--- src/rtl/mem_port_arbiter.sv ---
`default_nettype none
// ============================================================================
// Module   : mem_port_arbiter
// Purpose  : Shares one single-ported memory between the fetch stage and the
//            memory stage of a pipelined core. One access is in flight at a
//            time; simultaneous requests alternate between the two ports.
//            A wait-cycle watchdog aborts accesses the memory never answers,
//            so the pipeline always receives a completion pulse.
// Ports    : clk, rst_n          - clock, asynchronous active-low reset
//            InstrReqF/PCF/FlushF - fetch request, address, branch redirect
//            DataReqM/DataWeM/ALUResultM/WriteDataM - load/store request
//            mem_ack/mem_rdata   - memory completion and read data
//            mem_req/mem_we/mem_addr/mem_wdata - registered memory request
//            InstrF/InstrValidF  - fetched instruction and completion pulse
//            ReadDataM/DataDoneM - load data and completion pulse
//            StallF/StallM       - combinational stalls to the hazard unit
//            MemErr              - sticky watchdog error flag
// Revision : 1.0 - initial release
// ============================================================================
module mem_port_arbiter #(
    parameter int unsigned TIMEOUT = 255
) (
    input  logic        clk,
    input  logic        rst_n,
    input  logic        InstrReqF,
    input  logic [31:0] PCF,
    input  logic        FlushF,
    input  logic        DataReqM,
    input  logic        DataWeM,
    input  logic [31:0] ALUResultM,
    input  logic [31:0] WriteDataM,
    input  logic        mem_ack,
    input  logic [31:0] mem_rdata,
    output logic        mem_req,
    output logic        mem_we,
    output logic [31:0] mem_addr,
    output logic [31:0] mem_wdata,
    output logic [31:0] InstrF,
    output logic        InstrValidF,
    output logic [31:0] ReadDataM,
    output logic        DataDoneM,
    output logic        StallF,
    output logic        StallM,
    output logic        MemErr
);

    typedef enum logic [1:0] {
        IDLE   = 2'd0,
        D_WAIT = 2'd1,
        I_WAIT = 2'd2
    } state_t;

    localparam logic       GRANT_INSTR = 1'b0;
    localparam logic       GRANT_DATA  = 1'b1;
    // The abort fires in the wait cycle where the counter would reach TIMEOUT.
    localparam logic [7:0] C_WAIT_LAST = 8'(TIMEOUT - 1);

    state_t      state_q,       state_d;
    logic        mem_req_q,     mem_req_d;
    logic        mem_we_q,      mem_we_d;
    logic [31:0] mem_addr_q,    mem_addr_d;
    logic [31:0] mem_wdata_q,   mem_wdata_d;
    logic [31:0] instr_q,       instr_d;
    logic        instr_valid_q, instr_valid_d;
    logic [31:0] rdata_q,       rdata_d;
    logic        data_done_q,   data_done_d;
    logic        mem_err_q,     mem_err_d;
    logic [7:0]  wait_cnt_q,    wait_cnt_d;
    logic        stale_q,       stale_d;
    logic        last_grant_q,  last_grant_d;

    logic w_grant_ok;
    logic w_instr_elig;
    logic w_pick_data;
    logic w_stale_now;
    logic w_timeout;

    always_comb begin
        // A request that is completing this cycle is still asserted; holding
        // off the grant until the done pulse has passed avoids serving it twice.
        w_grant_ok   = ~data_done_q & ~instr_valid_q;
        w_instr_elig = InstrReqF & ~FlushF;
        w_pick_data  = DataReqM & (~w_instr_elig | (last_grant_q == GRANT_INSTR));
        w_stale_now  = stale_q | FlushF;
        w_timeout    = (wait_cnt_q == C_WAIT_LAST);

        state_d       = state_q;
        mem_req_d     = mem_req_q;
        mem_we_d      = mem_we_q;
        mem_addr_d    = mem_addr_q;
        mem_wdata_d   = mem_wdata_q;
        instr_d       = instr_q;
        instr_valid_d = 1'b0;
        rdata_d       = rdata_q;
        data_done_d   = 1'b0;
        mem_err_d     = mem_err_q;
        wait_cnt_d    = wait_cnt_q;
        stale_d       = stale_q;
        last_grant_d  = last_grant_q;

        case (state_q)
            IDLE: begin
                stale_d = 1'b0;
                // mem_ack is deliberately not looked at here.
                if (w_grant_ok) begin
                    if (w_pick_data) begin
                        state_d      = D_WAIT;
                        mem_req_d    = 1'b1;
                        mem_we_d     = DataWeM;
                        mem_addr_d   = ALUResultM;
                        mem_wdata_d  = WriteDataM;
                        wait_cnt_d   = 8'd0;
                        last_grant_d = GRANT_DATA;
                    end else if (w_instr_elig) begin
                        state_d      = I_WAIT;
                        mem_req_d    = 1'b1;
                        mem_we_d     = 1'b0;
                        mem_addr_d   = PCF;
                        wait_cnt_d   = 8'd0;
                        last_grant_d = GRANT_INSTR;
                    end
                end
            end

            D_WAIT: begin
                if (mem_ack) begin
                    if (!mem_we_q) begin
                        rdata_d = mem_rdata;
                    end
                    data_done_d = 1'b1;
                    state_d     = IDLE;
                    mem_req_d   = 1'b0;
                end else begin
                    wait_cnt_d = wait_cnt_q + 8'd1;
                    if (w_timeout) begin
                        rdata_d     = 32'd0;
                        data_done_d = 1'b1;
                        mem_err_d   = 1'b1;
                        state_d     = IDLE;
                        mem_req_d   = 1'b0;
                    end
                end
            end

            I_WAIT: begin
                // A redirect seen at any point of the access, including the
                // ack cycle itself, makes the returned word useless.
                stale_d = w_stale_now;
                if (mem_ack) begin
                    if (!w_stale_now) begin
                        instr_d       = mem_rdata;
                        instr_valid_d = 1'b1;
                    end
                    state_d   = IDLE;
                    mem_req_d = 1'b0;
                    stale_d   = 1'b0;
                end else begin
                    wait_cnt_d = wait_cnt_q + 8'd1;
                    if (w_timeout) begin
                        // A redirected fetch needs no completion: the fetch
                        // stage has already moved on and will re-request.
                        if (!w_stale_now) begin
                            instr_d       = 32'd0;
                            instr_valid_d = 1'b1;
                        end
                        mem_err_d = 1'b1;
                        state_d   = IDLE;
                        mem_req_d = 1'b0;
                        stale_d   = 1'b0;
                    end
                end
            end

            default: begin
                state_d   = IDLE;
                mem_req_d = 1'b0;
            end
        endcase
    end

    always_ff @(posedge clk or negedge rst_n) begin
        if (!rst_n) begin
            state_q       <= IDLE;
            mem_req_q     <= 1'b0;
            mem_we_q      <= 1'b0;
            mem_addr_q    <= 32'd0;
            mem_wdata_q   <= 32'd0;
            instr_q       <= 32'd0;
            instr_valid_q <= 1'b0;
            rdata_q       <= 32'd0;
            data_done_q   <= 1'b0;
            mem_err_q     <= 1'b0;
            wait_cnt_q    <= 8'd0;
            stale_q       <= 1'b0;
            last_grant_q  <= GRANT_INSTR;
        end else begin
            state_q       <= state_d;
            mem_req_q     <= mem_req_d;
            mem_we_q      <= mem_we_d;
            mem_addr_q    <= mem_addr_d;
            mem_wdata_q   <= mem_wdata_d;
            instr_q       <= instr_d;
            instr_valid_q <= instr_valid_d;
            rdata_q       <= rdata_d;
            data_done_q   <= data_done_d;
            mem_err_q     <= mem_err_d;
            wait_cnt_q    <= wait_cnt_d;
            stale_q       <= stale_d;
            last_grant_q  <= last_grant_d;
        end
    end

    assign mem_req     = mem_req_q;
    assign mem_we      = mem_we_q;
    assign mem_addr    = mem_addr_q;
    assign mem_wdata   = mem_wdata_q;
    assign InstrF      = instr_q;
    assign InstrValidF = instr_valid_q;
    assign ReadDataM   = rdata_q;
    assign DataDoneM   = data_done_q;
    assign MemErr      = mem_err_q;
    assign StallF      = InstrReqF & ~instr_valid_q;
    assign StallM      = DataReqM & ~data_done_q;

endmodule
`default_nettype wire

--- config.mk ---
export PLATFORM = sky130hd
export DESIGN_NAME = mem_port_arbiter
export DESIGN_NICKNAME = d
export VERILOG_FILES = /design/src/rtl/mem_port_arbiter.sv
export SDC_FILE = /design/constraint.sdc
export NUM_CORES = 1
export LEC_CHECK = 0
export ABC_AREA = 1
export BUFFER_PORTS_ARGS = -buffer_cell sky130_fd_sc_hd__buf_2
export CORE_ASPECT_RATIO = 1.25
export CORE_UTILIZATION = 48
export DETAILED_ROUTE_END_ITERATION = 8
export PLACE_DENSITY = 0.8
export SETUP_SLACK_MARGIN = 0.02
export SLEW_MARGIN = 20
export SYNTH_ARGS = -nofsm -noshare
export SYNTH_HDL_FRONTEND = slang
export SYNTH_SLANG_ARGS = --single-unit
--- constraint.sdc ---
create_clock -name clk -period 1.6 [get_ports clk]
set_input_delay 0.16 -clock clk [delete_from_list [all_inputs] [get_ports clk]]
set_output_delay 0.16 -clock clk [all_outputs]
set_load 0.005 [all_outputs]
==> run metrics, run 1 <==
Port Buf Inserts=269; CTS Buf Count=17; Row Count=46; die height=131 um; via count=6,610; Worst-Margin Slew=357 ps; vias in the first global route=6,394; drt first pass iters=5; terminus of the critical flop-to-flop path=mem_wdata[22]; Die ar.=13,900 um2; layout cells sized above 1=33.3%; Total Wirelength=20.4 mm; slack of the critical path=79.4 ps; Worst R2R Start=state_q[0]; CP Data Required Time=1960 ps; final slew viol count=0; HP Class=input pin to flip-flop; Relative slew margins=76.2%; CP arrival=1880 ps; root buffer cell=clkbuf_16; Fin. Hold Viols=0; setup violators final=0; GPL Wtd Cong=0.822; PwrDens=1720 nW/um2; grt ovf=0; hpwl dp=12.6 mm; ys flop type=dfrtp_1; most frequent cells in the layout=nand2_1, buf_2, dfrtp_1, nand4_1, dlygate4sd3_1; RSZ-0062 raised after global routing=no; Initial Util=49.9%; Distinct cells, synth=29; Peak VDD IR=0.965 mV; Synth Area per Inst=8.54 um2; initial antenna violation count=0; Post-DRT Antenna Nets=0; LEAKAGE=5.28 nW; first-pass GRT wire length=32.2 mm; most common cell after layout, fill and taps aside=nand2_1; Clock Skew=11.5 ps; r2r setup slk=80 ps; FF+latch count, synth=145; hold_ws=3.23 ps; clk sinks=145; worst hold start=ALUResultM[11]; CTS tree=built; Layout Area Growth over Synthesis=46.9%; Worst R2R Path Depth=8; Seq/Total Area, Yosys=56.4%; core area=12,900 um2; Net Count, Synth=894; CP Max Fanout=7; Die X=106 um; Worst Hold End=mem_addr[11]; Sum Neg Setup Slack=0 ps; asr flop ratio synth=100%; hold path cells=3; crit end category=flip-flop; largest net degree at the start of global routing=65; CTS max path bufs=2; Final #Nets=1,225; Antenna diodes=0; WS Path Type=flip-flop to flip-flop; post-synthesis instance area=6440 um2; Post-Syn Instances=754; vias per inst=5.22; Yosys Warn Count=0; crit start category=flip-flop; max frequency=658 MHz; fill cell total of the finished layout=963; DRC=0; status=completed; worst skew pair latency=420 ps; pre-CTS setup slack=18.4 ps; Max-cap violations=0; io pins=270; GR Util All Layers=29.5%; H-Tree Depth=4; DR iter-0 viols=438; period utilization=95.0%; Post-synth EDFFs=0; drt wl/cell=16.1 um; min Tclk post-route=1520 ps; Reg clk slew, reported paths=70 ps
-- critical path, stage by stage, from the launching register on --
cell and delay, ps:
dfrtp_1 390, inv_1 130, ha_4 210, nand3_4 110, nor2_4 140, buf_12 140
buf_4 160, nand2_1 100, nand2_1 80
-- how the worst max path moves through the flow --
| stage | start | endpoint | depth (start not counted) |
|---|---|---|---|
| after floorplan | state_q[0] | wait_cnt_q[5] | 9 |
| final | state_q[0] | mem_wdata[22] | 8 |
| after CTS | state_q[0] | wait_cnt_q[5] | 8 |
| after detailed placement | state_q[0] | mem_wdata[4] | 7 |
| after global placement | state_q[0] | wait_cnt_q[7] | 8 |
| after global routing | state_q[0] | mem_wdata[22] | 8 |
-- cell usage after synthesis, types with 2 or more instances --
library cell | number | area share (%)
buf_6 | 6 | 1.0
buf_2 | 14 | 1.1
o211ai_1 | 32 | 3.7
o21ai_0 | 9 | 0.70
nor2_1 | 11 | 0.64
inv_2 | 2 | 0.12
ha_1 | 5 | 0.97
nand2_1 | 362 | 21
a21oi_1 | 2 | 0.16
nor2_4 | 2 | 0.35
nand4_1 | 64 | 6.2
nand2_2 | 3 | 0.29
nand3_1 | 8 | 0.62
clkbuf_1 | 23 | 1.3
o21bai_1 | 2 | 0.23
nand3b_1 | 2 | 0.23
nand3_4 | 3 | 0.82
dfrtp_1 | 145 | 56
inv_1 | 49 | 2.9
-- layer usage --
layer	part of all wire (%)	vias to the layer above	global-route usage [%]
met5	0	-	0
met1	38	3062	35.6
met3	7.8	59	6.85
li1	-	3090	-
met2	50	399	50.2
met4	3.8	0	13.0
-- state kept, by name (all words and copies together) (netlist names) --
name,cells
mem_we,1
last_grant_q,1
InstrF,32
mem_addr,32
MemErr,1
wait_cnt_q,8
ReadDataM,32
stale_q,1
mem_wdata,32
DataDoneM,1
InstrValidF,1
mem_req,1
state_q,2
-- cell type report --
class                   count  area, um2  share of cell area [%]
clock inverters            15        149                    1.57
multi-input cells         511       2460                    26.0
flip-flops and latches    145       3630                    38.4
clock buffers              17        425                    4.50
well taps                 168        210                    2.22
inverters                  52        210                    2.22
repair inverters            1       8.76                  0.0926
repair buffers            357       2360                    25.0
-- kinds of logic after synthesis --
group	after synthesis	share of synthesized area, %
flops	145	56.4
compound gates	48	5.21
simple gates	457	30.6
xor+xnor	1	0.136
buf+inv	98	6.76
fa+ha+maj	5	0.972
-- per-stage QoR --
| step | utilization [%] | area [um2] | total power, W | std cells |
|---|---|---|---|---|
| 3_5_place_dp | 62.4 | 8050 | 0.0118 | 1168 |
| 2_1_floorplan | - | 6440 | 0.00892 | 754 |
| 5_1_grt | 73.4 | 9460 | 0.0173 | 1266 |
| 3_3_place_gp | 62.4 | 8050 | 0.0116 | 1168 |
| 4_1_cts | 71.2 | 9190 | 0.0158 | 1256 |
| 6_report | 73.4 | 9460 | 0.0162 | 1266 |
-- timing repair --
item | 4_1_cts | 5_1_grt
setup buffers | 0 | 4
hold buffers | 56 | 1
hold endpoints to repair | 200 | 1
gates resized for setup | 1 | 33
gates cloned | 0 | 5
endpoints found under the setup margin | 5 | 110
pin swaps | 0 | 5
-- where the power goes --
group          total [W]  internal, W  switching, W  leakage (nW)
clock network    0.00384      0.00219       0.00165         0.283
registers        0.00626      0.00528      0.000978          1.82
logic            0.00615      0.00266       0.00350          3.18
total             0.0162       0.0101       0.00612          5.28
No activity file was read; power rests on OpenSTA's default activity.
==> inputs of run 2 (changes only) <==
--- a/config.mk
+++ b/config.mk
@@ -5,7 +5,6 @@
 export SDC_FILE = /design/constraint.sdc
 export NUM_CORES = 1
 export LEC_CHECK = 0
-export ABC_AREA = 1
 export BUFFER_PORTS_ARGS = -buffer_cell sky130_fd_sc_hd__buf_2
 export CORE_ASPECT_RATIO = 1.25
 export CORE_UTILIZATION = 48
==> run 2 against run 1 <==
Against the previous run:
- the flow now finishes with violations (setup timing)
- core utilization up 9.7 points
- routed wire length is 21% higher
- first-iteration DRC count rose by 5.3%
- via count decreased by 1.8%
- worst hold slack improved by 20 ps
- design area is 12% higher
- die area decreased by 1.4%
- setup slack lost 550 ps
- highest routed layer unchanged
==> run metrics, run 2 <==
status=complete, but fails checks; failing checks=setup timing; CP Data Required Time=1920 ps (-40 ps); GR Util All Layers=32.8% (+3.3 points); critical path's slowest cell=a221o_2; core area=12,800 um2 (-0.89%); most common cell in the synthesized netlist=dfrtp_1; cell family with most CP delay=compound AO/OA/AOI/OAI gates; root buffer cell=clkbuf_16; setup violators final=141 (+141); final slew viol count=0 (unchanged); post-synth top area share=57.2% (+0.79 points); Antenna diodes=0 (unchanged); slack of the critical path=-473 ps (-553 ps); Die ar.=13,700 um2 (-1.4%); area leader, netlist=dfrtp_1; Int Power=0.0140 W (+38%); Post-DRT Antenna Nets=0 (unchanged); CP max stage delay=460 ps (+70 ps); Reg clk slew, reported paths=60 ps (about the same); clock network power share=20.9% (-2.7 points); Layout Area Growth over Synthesis=67.1%; asr flop ratio synth=100% (unchanged); via count=6,489 (-1.8%); Post-Syn Instances=522 (-31%); post-synthesis instance area=6350 um2 (-1.4%); Synth top cells by count=dfrtp_1, a22o_1, nand2_1, clkbuf_1, nand4_1; Seq/Total Area, Yosys=57.2% (+0.79 points); CP Max Fanout=7 (unchanged); Worst-Margin Slew=514 ps (+157 ps); Initial Util=49.7% (-0.25 points); drt first pass iters=5 (unchanged); Die X=105 um (-0.68%); RSZ-0062 raised after global routing=yes; Synth Area per Inst=12.2 um2 (+42%); FF+latch count, synth=145 (unchanged); most frequent cells in the layout=buf_2, dfrtp_1, a22o_1, buf_4; PwrDens=2020 nW/um2 (+18%); CTS max path bufs=2 (unchanged); CP arrival=2390 ps (+510 ps); DR iter-0 viols=461 (+5.3%); pre-CTS setup slack=-427 ps (-445 ps); Crit path buffers/inverters=2 (-1); layout cells sized above 1=59.7% (+26 points); vias in the first global route=6,654 (+4.1%); WS Path Type=flip-flop to flip-flop; Power, Total=0.0214 W (+32%); GPL Wtd Cong=0.885 (+7.7%); CTS tree=built; Layout Utilization=83.0% (+9.7 points); Max-cap violations=0 (unchanged); Yosys Warn Count=0 (unchanged); io pins=270 (unchanged); drt wl/cell=23.0 um (+43%); Fin. Hold Viols=0 (unchanged); ys flop type=dfrtp_1; Port Buf Inserts=269 (unchanged); H-Tree Depth=4 (unchanged); ranking of synthesized cells by area=dfrtp_1, a22o_1, mux2_1; part of the power in registers=31.8% (-6.7 points); Peak VDD IR=1.20 mV (+24%); largest net degree at the start of global routing=66 (+1.5%); initial antenna violation count=0 (unchanged); CTS Buf Count=17 (unchanged); min Tclk post-route=2070 ps (+553 ps); hpwl dp=12.6 mm (-0.51%); NetSw=0.00740 W (+21%); Final #Nets=1,031 (-16%); Total Wirelength=24.7 mm (+21%); vias per inst=6.05 (+16%); most common cell after layout, fill and taps aside=buf_2; HP Class=input pin to flip-flop; crit start category=flip-flop; grt ovf=0 (unchanged); combinational fraction of design power=47.3% (+9.4 points); Clock Skew=10.4 ps (-1.07 ps); LEAKAGE=5.33 nW (+0.93%); period utilization=130% (+35 points); first-pass GRT wire length=34.2 mm (+6.1%); worst skew pair latency=410 ps (about the same); Row Count=46 (unchanged); Net Count, Synth=662 (-26%); crit end category=flip-flop; die height=131 um (-0.68%); Distinct cells, synth=36 (+24%); switching share of power=34.6% (-3.1 points); DRC=0 (unchanged); clk sinks=145 (unchanged); Post-synth EDFFs=0 (unchanged); CP cell instances=inv_2 > ha_4 > nor2b_1 > a221o_2 > buf_6 > or3_4 > a21boi_1; Relative slew margins=65.8% (-10 points); max frequency=482 MHz (-27%)
==> run 2: changes by cell type after synthesis, moves of 27 or more <==
| cell | previous run | this run |
|---|---|---|
| inv_1 | 49 | 8 |
| a21bo_2 | 0 | 32 |
| nand2_1 | 362 | 44 |
| nand4_1 | 64 | 33 |
| o211ai_1 | 32 | 2 |
| mux2_1 | 0 | 29 |
| a22o_1 | 0 | 65 |
| mux2i_1 | 0 | 32 |
| o21ai_1 | 0 | 27 |
==> run 2: repair_timing <==
action,in CTS,in global routing
hold buffers,33,0
resized for setup,134,66
pin swaps,83,31
setup buffers,31,9
gates cloned,20,2
endpoints found under the setup margin,139,144
endpoints found under the hold margin,76,0
==> run 2: final cells by class <==
| cell class | count | area (um2) |
|---|---|---|
| Multi-Input combinational cell | 326 | 3110 |
| Timing Repair Buffer | 393 | 2970 |
| Clock inverter | 11 | 200 |
| Fill cell | 703 | 2170 |
| Sequential cell | 145 | 3630 |
| Tap cell | 168 | 210 |
| Clock buffer | 21 | 460 |
| Inverter | 8 | 30.0 |
==> run 2: logic make-up after synthesis <==
kind of cell,share of synthesized area (%)
fa+ha+maj,0.985
simple gates,8.18
compound gates,19.6
mux,10.7
flops,57.2
buf+inv,3.39
==> run 2: metrics by stage <==
step                area (um2)  setup TNS, ps  hold slack [ps]  cells
global placement          8250          -3820              126    958
global route             10600         -34440             14.1   1072
floorplan                 6390          -1060             -136    522
finish                   10600         -29540             23.4   1072
CTS                      10400         -24570             13.1   1073
detailed placement        8250          -7120              134    958
==> run 2: path summary, 6_finish.rpt <==
kind | startpoint | end | slack [ps] | depth (start not counted)
setup / recovery | state_q[1] | wait_cnt_q[3] | -470 | 7
hold / removal | PCF[9] | mem_addr[9] | 20 | 3
setup reg to reg | state_q[1] | wait_cnt_q[3] | -470 | 7
hold reg to reg | InstrF[3] | InstrF[3] | 490 | 1
max in group asynchronous | rst_n | InstrF[1] | 700 | 3
min in group asynchronous | rst_n | InstrF[18] | 270 | 2
==> run 2: worst reg2reg max path: stages, from the launching register on <==
cell	delay (ps)
dfrtp_1	380
inv_2	80
ha_4	190
nor2b_1	160
a221o_2	460
buf_6	150
or3_4	380
a21boi_1	200
==> run 2: per-layer routing <==
metal / part of all wire, % / vias up / GRT usage, %
li1: - / 2687 / -
met2: 53 / 426 / 59.9
met1: 34 / 3268 / 35.8
met3: 7.3 / 108 / 7.79
met5: 0 / - / 0
met4: 5.4 / 0 / 17.1
==> run 2: power by group through the flow <==
stage	clock, W	sequential, W	combinational, W
finish	0.00448	0.00680	0.0101
global placement	0	0.00638	0.00642
floorplan	0	0.00655	0.00331
detailed placement	0	0.00648	0.00669
CTS	0.00447	0.00656	0.00950
global route	0.00468	0.00696	0.0107
